### config.mk
export PLATFORM = sky130hd
export DESIGN_NAME = serial_adder_ctrl
export DESIGN_NICKNAME = d
export VERILOG_FILES = /design/src/rtl/serial_ctrl_pkg.sv /design/src/rtl/serial_adder_ctrl_bit_full_adder.sv /design/src/rtl/serial_adder_ctrl.sv
export SDC_FILE = /design/constraint.sdc
export NUM_CORES = 1
export LEC_CHECK = 0
export CORE_MARGIN = 2
export CORE_UTILIZATION = 50
export CTS_BUF_LIST = sky130_fd_sc_hd__clkbuf_8
export CTS_CLUSTER_DIAMETER = 40
export CTS_CLUSTER_SIZE = 16
export DETAILED_ROUTE_END_ITERATION = 8
export GPL_ROUTABILITY_DRIVEN = 0
export PLACE_DENSITY = 0.83
export SLEW_MARGIN = 20
export SYNTH_ARGS = -nofsm -noshare
export SYNTH_HDL_FRONTEND = slang
export SYNTH_SLANG_ARGS = --single-unit
### constraint.sdc
create_clock -name Clk -period 1.5 [get_ports Clk]
set_input_delay 0.3 -clock Clk [delete_from_list [all_inputs] [get_ports Clk]]
set_output_delay 0.3 -clock Clk [all_outputs]
set_load 0.01 [all_outputs]
### src/rtl/serial_ctrl_pkg.sv
// Shared definitions for the serial controller family: FSM state
// encoding and a helper to size bit counters.
package serial_ctrl_pkg;

  // State encoding shared by all serial controllers
  localparam logic [1:0] SC_IDLE = 2'd0;
  localparam logic [1:0] SC_RUN  = 2'd1;
  localparam logic [1:0] SC_DONE = 2'd2;

  typedef enum logic [1:0] {
    ST_IDLE = SC_IDLE,
    ST_RUN  = SC_RUN,
    ST_DONE = SC_DONE
  } sc_state_e;

  // Width of a counter that indexes bits 0..w-1 (ceil(log2(w)), at least 1)
  function automatic int unsigned cnt_width(input int unsigned w);
    return (w < 2) ? 1 : $clog2(w);
  endfunction

endpackage

### src/rtl/serial_adder_ctrl_bit_full_adder.sv
// One-bit full adder built from two half-add stages and a carry OR.
// Purely combinational; the serial controller owns all state.
module bit_full_adder (
  input  logic a,
  input  logic b,
  input  logic c,
  output logic s,
  output logic co
);

  logic p;   // first half-add sum (propagate)
  logic g1;  // first half-add carry (generate)
  logic g2;  // second half-add carry

  // First half-add stage on the operand bits
  assign p  = a ^ b;
  assign g1 = a & b;

  // Second half-add stage folds in the incoming carry
  assign s  = p ^ c;
  assign g2 = p & c;

  // Either stage may produce the outgoing carry, never both
  assign co = g1 | g2;

endmodule

### src/rtl/serial_adder_ctrl.sv
// Bit-serial adder controller: computes OpA+OpB+CarryIn one bit per
// cycle, LSB first, and pulses Done when the result is ready.
// Optional feature: define SERIAL_ADDER_CTRL_OVF_EN to add the signed
// Overflow output.
module serial_adder_ctrl
  import serial_ctrl_pkg::*;
#(
  parameter int WIDTH = 8
) (
  input  logic             Clk,
  input  logic             Rst_n,
  input  logic             Start,
  input  logic [WIDTH-1:0] OpA,
  input  logic [WIDTH-1:0] OpB,
  input  logic             CarryIn,
  output logic             Busy,
  output logic             Done,
  output logic [WIDTH-1:0] Sum,
  output logic             CarryOut
`ifdef SERIAL_ADDER_CTRL_OVF_EN
  ,
  output logic             Overflow
`endif
);

  localparam int unsigned CW = cnt_width(WIDTH);
  localparam logic [CW-1:0] LAST_BIT = CW'(WIDTH - 1);

  sc_state_e        state_reg;
  logic [WIDTH-1:0] a_reg;      // operand A, shifted right each RUN cycle
  logic [WIDTH-1:0] b_reg;      // operand B, shifted right each RUN cycle
  logic             carry_reg;  // running carry between bit steps
  logic [CW-1:0]    cnt_reg;    // index of the bit being processed
  logic [WIDTH-1:0] sum_reg;
  logic             cout_reg;
  logic             done_reg;

  logic             sum_bit;
  logic             carry_next;

  // Single-bit add step on the current LSBs and the running carry
  bit_full_adder u_fa (
    .a  (a_reg[0]),
    .b  (b_reg[0]),
    .c  (carry_reg),
    .s  (sum_bit),
    .co (carry_next)
  );

`ifdef SERIAL_ADDER_CTRL_OVF_EN
  logic ovf_reg;

  // Signed overflow: carry into the MSB differs from carry out of it.
  // Tracks every step; the value after the last bit is the result.
  always_ff @(posedge Clk) begin
    if (!Rst_n) begin
      ovf_reg <= 1'b0;
    end else if (state_reg == ST_IDLE && Start) begin
      ovf_reg <= 1'b0;
    end else if (state_reg == ST_RUN) begin
      ovf_reg <= carry_reg ^ carry_next;
    end
  end

  assign Overflow = ovf_reg;
`endif

  // Control FSM together with operand, carry, counter and result registers
  always_ff @(posedge Clk) begin
    if (!Rst_n) begin
      state_reg <= ST_IDLE;
      a_reg     <= '0;
      b_reg     <= '0;
      carry_reg <= 1'b0;
      cnt_reg   <= '0;
      sum_reg   <= '0;
      cout_reg  <= 1'b0;
      done_reg  <= 1'b0;
    end else begin
      done_reg <= 1'b0;
      case (state_reg)
        ST_IDLE: begin
          if (Start) begin
            a_reg     <= OpA;
            b_reg     <= OpB;
            carry_reg <= CarryIn;
            cnt_reg   <= '0;
            sum_reg   <= '0;
            cout_reg  <= 1'b0;
            state_reg <= ST_RUN;
          end
        end
        ST_RUN: begin
          // New sum bit enters at the MSB so bit 0 lands at Sum[0] last
          sum_reg   <= {sum_bit, sum_reg[WIDTH-1:1]};
          a_reg     <= {1'b0, a_reg[WIDTH-1:1]};
          b_reg     <= {1'b0, b_reg[WIDTH-1:1]};
          carry_reg <= carry_next;
          cout_reg  <= carry_next;
          if (cnt_reg == LAST_BIT) begin
            state_reg <= ST_DONE;
          end else begin
            cnt_reg <= cnt_reg + 1'b1;
          end
        end
        ST_DONE: begin
          // Result is already stable; announce it as we return to idle
          done_reg  <= 1'b1;
          state_reg <= ST_IDLE;
        end
        default: begin
          state_reg <= ST_IDLE;
        end
      endcase
    end
  end

  assign Busy     = (state_reg != ST_IDLE);
  assign Done     = done_reg;
  assign Sum      = sum_reg;
  assign CarryOut = cout_reg;

endmodule

; Yosys cells after proc, flatten, opt, wreduce, memory -nomap -nowiden
; Index checks and enable logic that the tools add are counted.
[word_totals]
output_inout_bits = 11
ff_bits = 32
word_cells = 43
[op_classes]
reduce_logical = 6
n_mux = 17
bitwise = 5
eq_ne = 6
add_sub_neg = 1
[ops]
columns = op, n
row1 = case mux 8 bit (2 select lines), 3
row2 = 2-to-1 mux 8 bit, 3
row3 = 2-to-1 mux 3 bit, 2
row4 = "!= test 2 bit, second input constant", 3
row5 = case mux 3 bit (2 select lines), 1
row6 = 2-to-1 mux 2 bit, 2
row7 = case mux 1 bit (2 select lines), 2
row8 = case mux 2 bit (2 select lines), 1
row9 = AND reduction 2 bit, 2
row10 = nonzero test 2 bit, 2
row11 = "adder 3 x 1 -> 3 bit, second input constant", 1
row12 = "== test 3 bit, second input constant", 1
row13 = 2-to-1 mux 1 bit, 3
row14 = AND reduction 3 bit, 1
row15 = bitwise AND 1 bit, 2
row16 = "== test 2 x 1 -> 1 bit, second input constant", 1
row17 = "== test 2 bit, second input constant", 1
row18 = logical NOT 2 bit, 1
row19 = XOR 1 bit, 2
row20 = bitwise OR 1 bit, 1

; Depth between registers and ports, before layout
; Gate-level depths: netlist (run 1).
[logic_depth]
word_depth = 4
depth_mapped = 5
depth_no_buf = 5

; Hierarchy
; A second synthesis (run 1) with hierarchy kept.
[hier_totals]
hier_cells = 147
area_unflattened_um2 = 1381.3
[by_module_without_submodules]
columns = mod, instances, area_each_um2, cells_each, seq_area_each_um2
row1 = serial_adder_ctrl, 1, 1361.3, 146, 640.6
row2 = bit_full_adder, 1, 20.0, 1, 0.0

; Least setup slack after synthesis (run 1)
; No wires, ideal clock.
[synth_timing]
path_kind = flip-flop to flip-flop
start = reg carry_reg
end = reg sum_reg[7] (netlist: Sum[7])
path_stages_with_launch = 6
path_buffers = 0
path_slack_ps = 283
arrival_time_ps = 1089
cell_sequence = dfxtp_1 -> inv_1 -> fa_1 -> inv_1 -> a22oi_1 -> nor2_1
[synth_between]
elab_chain_cells = 2
[synth_rtl]
columns = element, line
row1 = from (decl), serial_adder_ctrl.sv:32  ; logic carry_reg;
row2 = from (signal assigned), serial_adder_ctrl.sv:86  ; carry_reg <= CarryIn;
row3 = from (signal assigned), serial_adder_ctrl.sv:98  ; carry_reg <= carry_next;
row4 = XOR 1 bit, serial_adder_ctrl_bit_full_adder.sv:20  ; assign s = p ^ c;
row5 = case mux 8 bit (2 select lines), serial_adder_ctrl.sv:81  ; case (state_reg)
row6 = to (signal assigned), serial_adder_ctrl.sv:95  ; sum_reg <= {sum_bit, sum_reg[WIDTH-1:1]};
row7 = to (decl), serial_adder_ctrl.sv:34  ; logic [WIDTH-1:0] sum_reg;
; No other way between the ends.
; A chain may end at the register's enable or synchronous reset.

; Worst setup path after layout (run 1)
[layout_timing]
start = reg sum_reg[3] (netlist: Sum[3])
end = out Sum[3]
[layout_lines]
columns = element, line
row1 = to (decl), serial_adder_ctrl.sv:18  ; output logic [WIDTH-1:0] Sum,
; No word-level cell between the ends.

==> results.tsv, run 1 <==
metric	value	unit
nets in the synthesized netlist	174	
number of enable flip-flop cells after synthesis	0	
ranking of synthesized cells by area	sky130_fd_sc_hd__dfxtp_1, sky130_fd_sc_hd__nor2_1, sky130_fd_sc_hd__o2bb2ai_1, sky130_fd_sc_hd__a21oi_1, sky130_fd_sc_hd__o21ai_0	
final critical-path required period	1470	ps
number of slew-limit violations in the final report	0	
fraction of power spent switching nets	0.246	
top cell type by total area after synthesis	sky130_fd_sc_hd__dfxtp_1	
count of unresolved DRC violations after routing	0	
RSZ-0062 raised after global routing	no	
antenna diode instance count	0	
Worst Hold Depth	2	
Avg Cell Area, Syn	8.87	um^2
# H-tree levels	2	
sink count of the clock tree	32	
Least-Margin Pin Slew	472	ps
FF/Latch Area	641	um^2
leakage	0.796	nW
Post-Place Cells	211	
part of the total power dissipated in sequential elements	0.500	
outcome	finished, final reports clean	
leading post-synthesis cells by instance count	sky130_fd_sc_hd__dfxtp_1, sky130_fd_sc_hd__nor2_1, sky130_fd_sc_hd__a21oi_1, sky130_fd_sc_hd__o21ai_0, sky130_fd_sc_hd__o2bb2ai_1	
cell area after placement	0.00170	mm^2
Antenna Violating Nets Remaining	0	
net load switching power	457	uW
via count normalized by instance count	5.73	
initial antenna violation count	0	
vias after detailed routing	1254	
Critical Path Source Type	flip-flop	
largest net degree at the start of global routing	24	
sequential cell area fraction in the yosys report	0.479	
count of fill cells added during filler insertion	207	
total stage count of the critical path	1	
Die Area	0.00311	mm^2
most common cell in the netlist	sky130_fd_sc_hd__dfxtp_1	
global-route wire length before repair	4980	um
clock buffer depth	2	
Final Total Pwr	1.86	mW
number of failing setup endpoints in the final timing report	0	
mapped cell area	0.00134	mm^2
number of synthesized register bits	32	
Slew HR	0.685	
CTS tree	done	
Skew-Pair Late Insertion Delay	280	ps
fraction of power consumed by the clock network	0.351	
kind of cell adding the most delay to the critical path	buffers and inverters	
combinational share of power	0.149	
part of the cycle the worst path needs	0.980	
largest driver fanout on the critical path	3	
final standard cell count with taps included and fillers excluded	219	
global router's overall resource usage	0.201	
share of synthesized registers carrying an async set or reset	0	
CP Data Arrival Time	1170	ps
width of the die	55.7	um
endpoint type of the worst setup path	output port	
internal power of the cells	1.40	mW
max-cap violations	0	
data required time of the critical path	1200	ps
post-CTS setup repair buffer count	0	
number of standard cells after synthesis	151	
class of the tightest hold or removal check	flip-flop to flip-flop	
1st-pass router iterations	4	
total area of multi-input combinational cells	614	um^2
number of distinct library cells after synthesis	30	
leftover overflow at the end of global routing	0	
worst ir drop on vdd	0.00109	V
core outline area	0.00250	mm^2
buffer type at the clock tree root	sky130_fd_sc_hd__clkbuf_8	
I/O pin total	31	
share of layout cells above drive strength 1	0.101	
estimated wirelength of the detail-placed design	2150	um
delay contributed by the slowest stage of the critical path	550	ps
detailed-route wire length	3010	um
max frequency	0.680	GHz
Core Rows	18	
power density over cell area	1030	mW/mm^2
leading register cell type out of synthesis	sky130_fd_sc_hd__dfxtp_1	
via count of the first global-routing pass	1157	
area added between synthesis and finish	34.3	%
cells on worst reg2reg path	5	
fin area	0.00180	mm^2
final hold viol count	0	
height of the die	55.7	um
Buffers & Inverters on Critical Path	1	
slowest cell on the critical path	sky130_fd_sc_hd__clkdlybuf4s50_1	
starting density of the core	0.536	
cells along the critical path	clkdlybuf4s50_1	
CTS clk-pin slew, worst paths	60	ps
# nets final	211	
category of the most critical setup path	flip-flop to output port	
count of synthesis-stage warnings from yosys	0	
area fraction of the dominant cell type after synthesis	0.479	
detailed-route wire length per cell	13.8	um
port bufs	30	
Worst Clk Skew	2.87	ps
cts bufs inserted	5	
initial DRC count	35	
worst paths after layout:
kind	from	slack [ps]	endpoint
setup / recovery	Sum[3]	30	Sum[3]
setup reg to reg	state_reg[0]	130	a_reg[0]
hold / removal	cnt_reg[1]	500	cnt_reg[1]
hold reg to reg	cnt_reg[1]	500	cnt_reg[1]
power by group through the flow:
stage          combinational [mW]  clock [mW]  sequential, mW
6_report                    0.277       0.652           0.928
5_1_grt                     0.309       0.704           0.932
4_1_cts                     0.278       0.666           0.928
3_5_place_dp                0.277           0           0.946
3_3_place_gp                0.267           0           0.944
2_1_floorplan               0.167           0           0.942
through the flow:
step,setup slack (ps),TNS (ps),util,hold WS (ps)
2_1_floorplan,283,0,-,438
3_3_place_gp,15.2,0,0.678,473
3_5_place_dp,-11.7,-11.7,0.678,491
4_1_cts,12.8,0,0.714,503
5_1_grt,4.42,0,0.719,532
6_report,30.1,0,0.719,499
layer usage:
layer	vias up	wire length, um	track usage
li1	619	-	-
met1	582	1270	0.233
met2	48	1510	0.350
met3	5	189	0.0512
met4	0	40	0.0801
met5	-	0	0
final cells by class:
class	count	area share
inverters	8	0.0167
clock inverters	2	0.00418
repair buffers	40	0.214
well taps	30	0.0209
flip-flops and latches	32	0.356
multi-input cells	101	0.342
clock buffers	6	0.0459
tightest hold or removal path: cells and delay by family (launching register included):
kind	cells	cell delay [ps]
flops	1	330
simple gates	1	60
compound gates	1	60
cell usage in the layout (no fill, tap or decap):
| master | n |
|---|---|
| sky130_fd_sc_hd__o21ai_0 | 13 |
| sky130_fd_sc_hd__nand2_1 | 4 |
| sky130_fd_sc_hd__a32oi_1 | 2 |
| sky130_fd_sc_hd__o21ba_2 | 1 |
| sky130_fd_sc_hd__and3_1 | 2 |
| sky130_fd_sc_hd__nor2_2 | 1 |
| sky130_fd_sc_hd__buf_4 | 10 |
| sky130_fd_sc_hd__o2bb2ai_1 | 10 |
| sky130_fd_sc_hd__a22oi_1 | 8 |
| sky130_fd_sc_hd__a2bb2oi_1 | 1 |
| sky130_fd_sc_hd__clkinv_1 | 1 |
| sky130_fd_sc_hd__nand3_1 | 4 |
| sky130_fd_sc_hd__clkdlybuf4s50_1 | 23 |
| sky130_fd_sc_hd__clkbuf_8 | 6 |
| sky130_fd_sc_hd__a21oi_1 | 13 |
| sky130_fd_sc_hd__o21bai_2 | 1 |
| sky130_fd_sc_hd__dlygate4sd2_1 | 2 |
| sky130_fd_sc_hd__o22ai_1 | 4 |
| sky130_fd_sc_hd__dfxtp_1 | 32 |
| sky130_fd_sc_hd__inv_1 | 9 |
| sky130_fd_sc_hd__a311oi_1 | 1 |
| sky130_fd_sc_hd__dlymetal6s2s_1 | 5 |
| sky130_fd_sc_hd__and2b_1 | 1 |
| sky130_fd_sc_hd__a31oi_1 | 3 |
| sky130_fd_sc_hd__nor3_1 | 1 |
| sky130_fd_sc_hd__a221oi_1 | 2 |
| sky130_fd_sc_hd__nor2_1 | 23 |
| sky130_fd_sc_hd__nand2b_1 | 2 |
| sky130_fd_sc_hd__fa_1 | 1 |
| sky130_fd_sc_hd__ha_1 | 2 |
| sky130_fd_sc_hd__nor4b_1 | 1 |
timing repair:
item | CTS | global route
hold endpoints to repair | 0 | 0
gates resized for setup | 3 | 5
hold buffers | 0 | 0
endpoints found under the setup margin | 2 | 5
cell families (layout without fill, tap and decap cells):
| logic type | count (synthesis) | count (layout) | share of synthesized area |
|---|---|---|---|
| flops | 32 | 32 | 0.479 |
| buf+inv | 18 | 56 | 0.0645 |
| simple gates | 39 | 39 | 0.128 |
| compound gates | 59 | 59 | 0.295 |
| fa+ha+maj | 3 | 3 | 0.0336 |
(Power assumes the default switching activity.)
==> inputs of run 2 (changes only) <==
--- a/config.mk
+++ b/config.mk
@@ -5,7 +5,7 @@
 export SDC_FILE = /design/constraint.sdc
 export NUM_CORES = 1
 export LEC_CHECK = 0
-export CORE_MARGIN = 2
+export CORE_MARGIN = 8
 export CORE_UTILIZATION = 50
 export CTS_BUF_LIST = sky130_fd_sc_hd__clkbuf_8
 export CTS_CLUSTER_DIAMETER = 40
@@ -13,7 +13,6 @@
 export DETAILED_ROUTE_END_ITERATION = 8
 export GPL_ROUTABILITY_DRIVEN = 0
 export PLACE_DENSITY = 0.83
-export SLEW_MARGIN = 20
 export SYNTH_ARGS = -nofsm -noshare
 export SYNTH_HDL_FRONTEND = slang
 export SYNTH_SLANG_ARGS = --single-unit
==> constraint.sdc (replaced) <==
create_clock -name Clk -period 1.9 [get_ports Clk]
set_input_delay 0.38 -clock Clk [delete_from_list [all_inputs] [get_ports Clk]]
set_output_delay 0.38 -clock Clk [all_outputs]
set_load 0.01 [all_outputs]
==> run 2 against run 1 <==
Effect of this change: utilization decreased by 1.3 points; worst hold slack improved by 7.5 ps; sequential share of layout area grew 0.70 points; via count decreased by 3.1%; critical path depth up 2; sequential power down 21%; die area increased by 48%; final cell count decreased by 1.4%; routed wire length grew 4.8%; critical endpoint is now Busy; largest power group unchanged.
==> results.tsv, run 2 (synthesis gave the netlist of run 1 again) <==
metric	value	unit	change
width of the die	67.7	um	+22%
initial DRC count	34		-2.9%
outcome	finished, final reports clean		
Placement Setup Slack	213	ps	+224 ps
Worst Clk Skew	4.50	ps	+1.64 ps
Slew HR	0.674		-0.0103
worst ir drop on vdd	0.000848	V	-22%
starting density of the core	0.536		unchanged
largest driver fanout on the critical path	8		+5
antenna diode instance count	0		unchanged
number of failing setup endpoints in the final timing report	0		unchanged
height of the die	67.7	um	+22%
leakage	0.678	nW	-15%
port bufs	30		unchanged
Worst Hold Depth	2		unchanged
Core Rows	18		unchanged
RSZ-0062 raised after global routing	no		
class of the tightest hold or removal check	flip-flop to flip-flop		
Skew-Pair Late Insertion Delay	290	ps	about the same
post-CTS setup repair buffer count	0		unchanged
most common library cell in the layout ignoring fill and taps	sky130_fd_sc_hd__dfxtp_1		
# H-tree levels	2		unchanged
clock buffer depth	2		unchanged
Antenna Violating Nets Remaining	0		unchanged
part of the cycle the worst path needs	0.927		
estimated wirelength of the detail-placed design	2250	um	+4.8%
share of layout cells above drive strength 1	0.0968		-0.00375
CTS tree	done		
Least-Margin Pin Slew	488	ps	+15.5 ps
via count normalized by instance count	5.63		-1.8%
number of slew-limit violations in the final report	0		unchanged
area added between synthesis and finish	32.0	%	
data required time of the critical path	1520	ps	+320 ps
category of the most critical setup path	flip-flop to output port		
Critical Path Source Type	flip-flop		
CTS clk-pin slew, worst paths	60	ps	about the same
# nets final	208		-1.4%
cells on worst reg2reg path	4		-1
core outline area	0.00250	mm^2	unchanged
min setup slack post-route	138	ps	+108 ps
detailed-route wire length	3160	um	+4.8%
vias after detailed routing	1215		-3.1%
I/O pin total	31		unchanged
leftover overflow at the end of global routing	0		unchanged
sink count of the clock tree	32		unchanged
Die Area	0.00459	mm^2	+48%
final total negative setup slack	0	ps	unchanged
via count of the first global-routing pass	1158		+0.086%
max frequency	0.568	GHz	
global router's overall resource usage	0.143		-0.0577
buffer type at the clock tree root	sky130_fd_sc_hd__clkbuf_8		
1st-pass router iterations	4		unchanged
final hold viol count	0		unchanged
number of buffers inserted by hold repair at cts	0		unchanged
power density over cell area	837	mW/mm^2	-19%
largest net degree at the start of global routing	24		unchanged
count of unresolved DRC violations after routing	0		unchanged
top library cells by usage in the layout, fill and taps aside	sky130_fd_sc_hd__dfxtp_1, sky130_fd_sc_hd__clkdlybuf4s50_1, sky130_fd_sc_hd__nor2_1		
max-cap violations	0		unchanged
final critical-path required period	1760	ps	
CP Data Arrival Time	1380	ps	+210 ps
cts bufs inserted	5		unchanged
endpoint type of the worst setup path	output port		
detailed-route wire length per cell	14.6	um	+6.3%
global-route wire length before repair	4970	um	-0.26%
initial antenna violation count	0		unchanged
## run 2: cell count changes in the layout (fill, tap and decap cells not counted), sizes merged
cell,change
inv,-2
dlymetal6s2s,-5
buf,-3
clkinv,+2
dlygate4sd2,-2
clkdlybuf4s50,+7
## run 2: layout make-up
cell class / count / area, um^2
well taps: 30 / 37.5
flip-flops and latches: 32 / 642
clock buffers: 6 / 82.6
clock inverters: 2 / 10.0
multi-input cells: 101 / 612
fillers: 207 / 733
inverters: 8 / 30.0
repair buffers: 37 / 353
## run 2: worst max-delay path, cell delays in order (launching register included)
cell                              delay (ps)
sky130_fd_sc_hd__dfxtp_2                 360
sky130_fd_sc_hd__nor2_1                  200
sky130_fd_sc_hd__inv_1                    60
sky130_fd_sc_hd__clkdlybuf4s50_1         480
## run 2: final timing paths
kind	slack, ps	to	start
hold / removal	510	cnt_reg[0]	cnt_reg[0]
setup / recovery	140	Busy	state_reg[1]
hold reg to reg	510	cnt_reg[0]	cnt_reg[0]
setup reg to reg	480	b_reg[0]	state_reg[0]
## run 2: report_power, final
group	internal (mW)	switching [mW]	leakage, nW
clock	0.288	0.243	0.0510
combinational	0.107	0.108	0.364
sequential	0.712	0.0201	0.263
total	1.11	0.371	0.678
## run 2: stage by stage
| step | instance area (um^2) | power (mW) | utilization | cells | hold WS [ps] |
|---|---|---|---|---|---|
| 2_1_floorplan | 1340 | 0.875 | - | 151 | 454 |
| 3_3_place_gp | 1670 | 0.951 | 0.669 | 208 | 472 |
| 3_5_place_dp | 1670 | 0.961 | 0.669 | 208 | 490 |
| 4_1_cts | 1770 | 1.49 | 0.706 | 216 | 499 |
| 5_1_grt | 1770 | 1.55 | 0.707 | 216 | 521 |
| 6_report | 1770 | 1.48 | 0.707 | 216 | 506 |
## run 2: repair_timing
item                       in CTS  in global routing
hold endpoints to repair        0                  0
setup endpoints to repair       0                  1
resized for setup               0                  1
## run 2: metal layers
layer / vias to the layer above / share of wire / track usage
met1: 567 / 0.45 / 0.145
li1: 613 / - / -
met2: 29 / 0.47 / 0.245
met5: - / 0 / 0
met3: 6 / 0.064 / 0.0613
met4: 0 / 0.016 / 0.0757
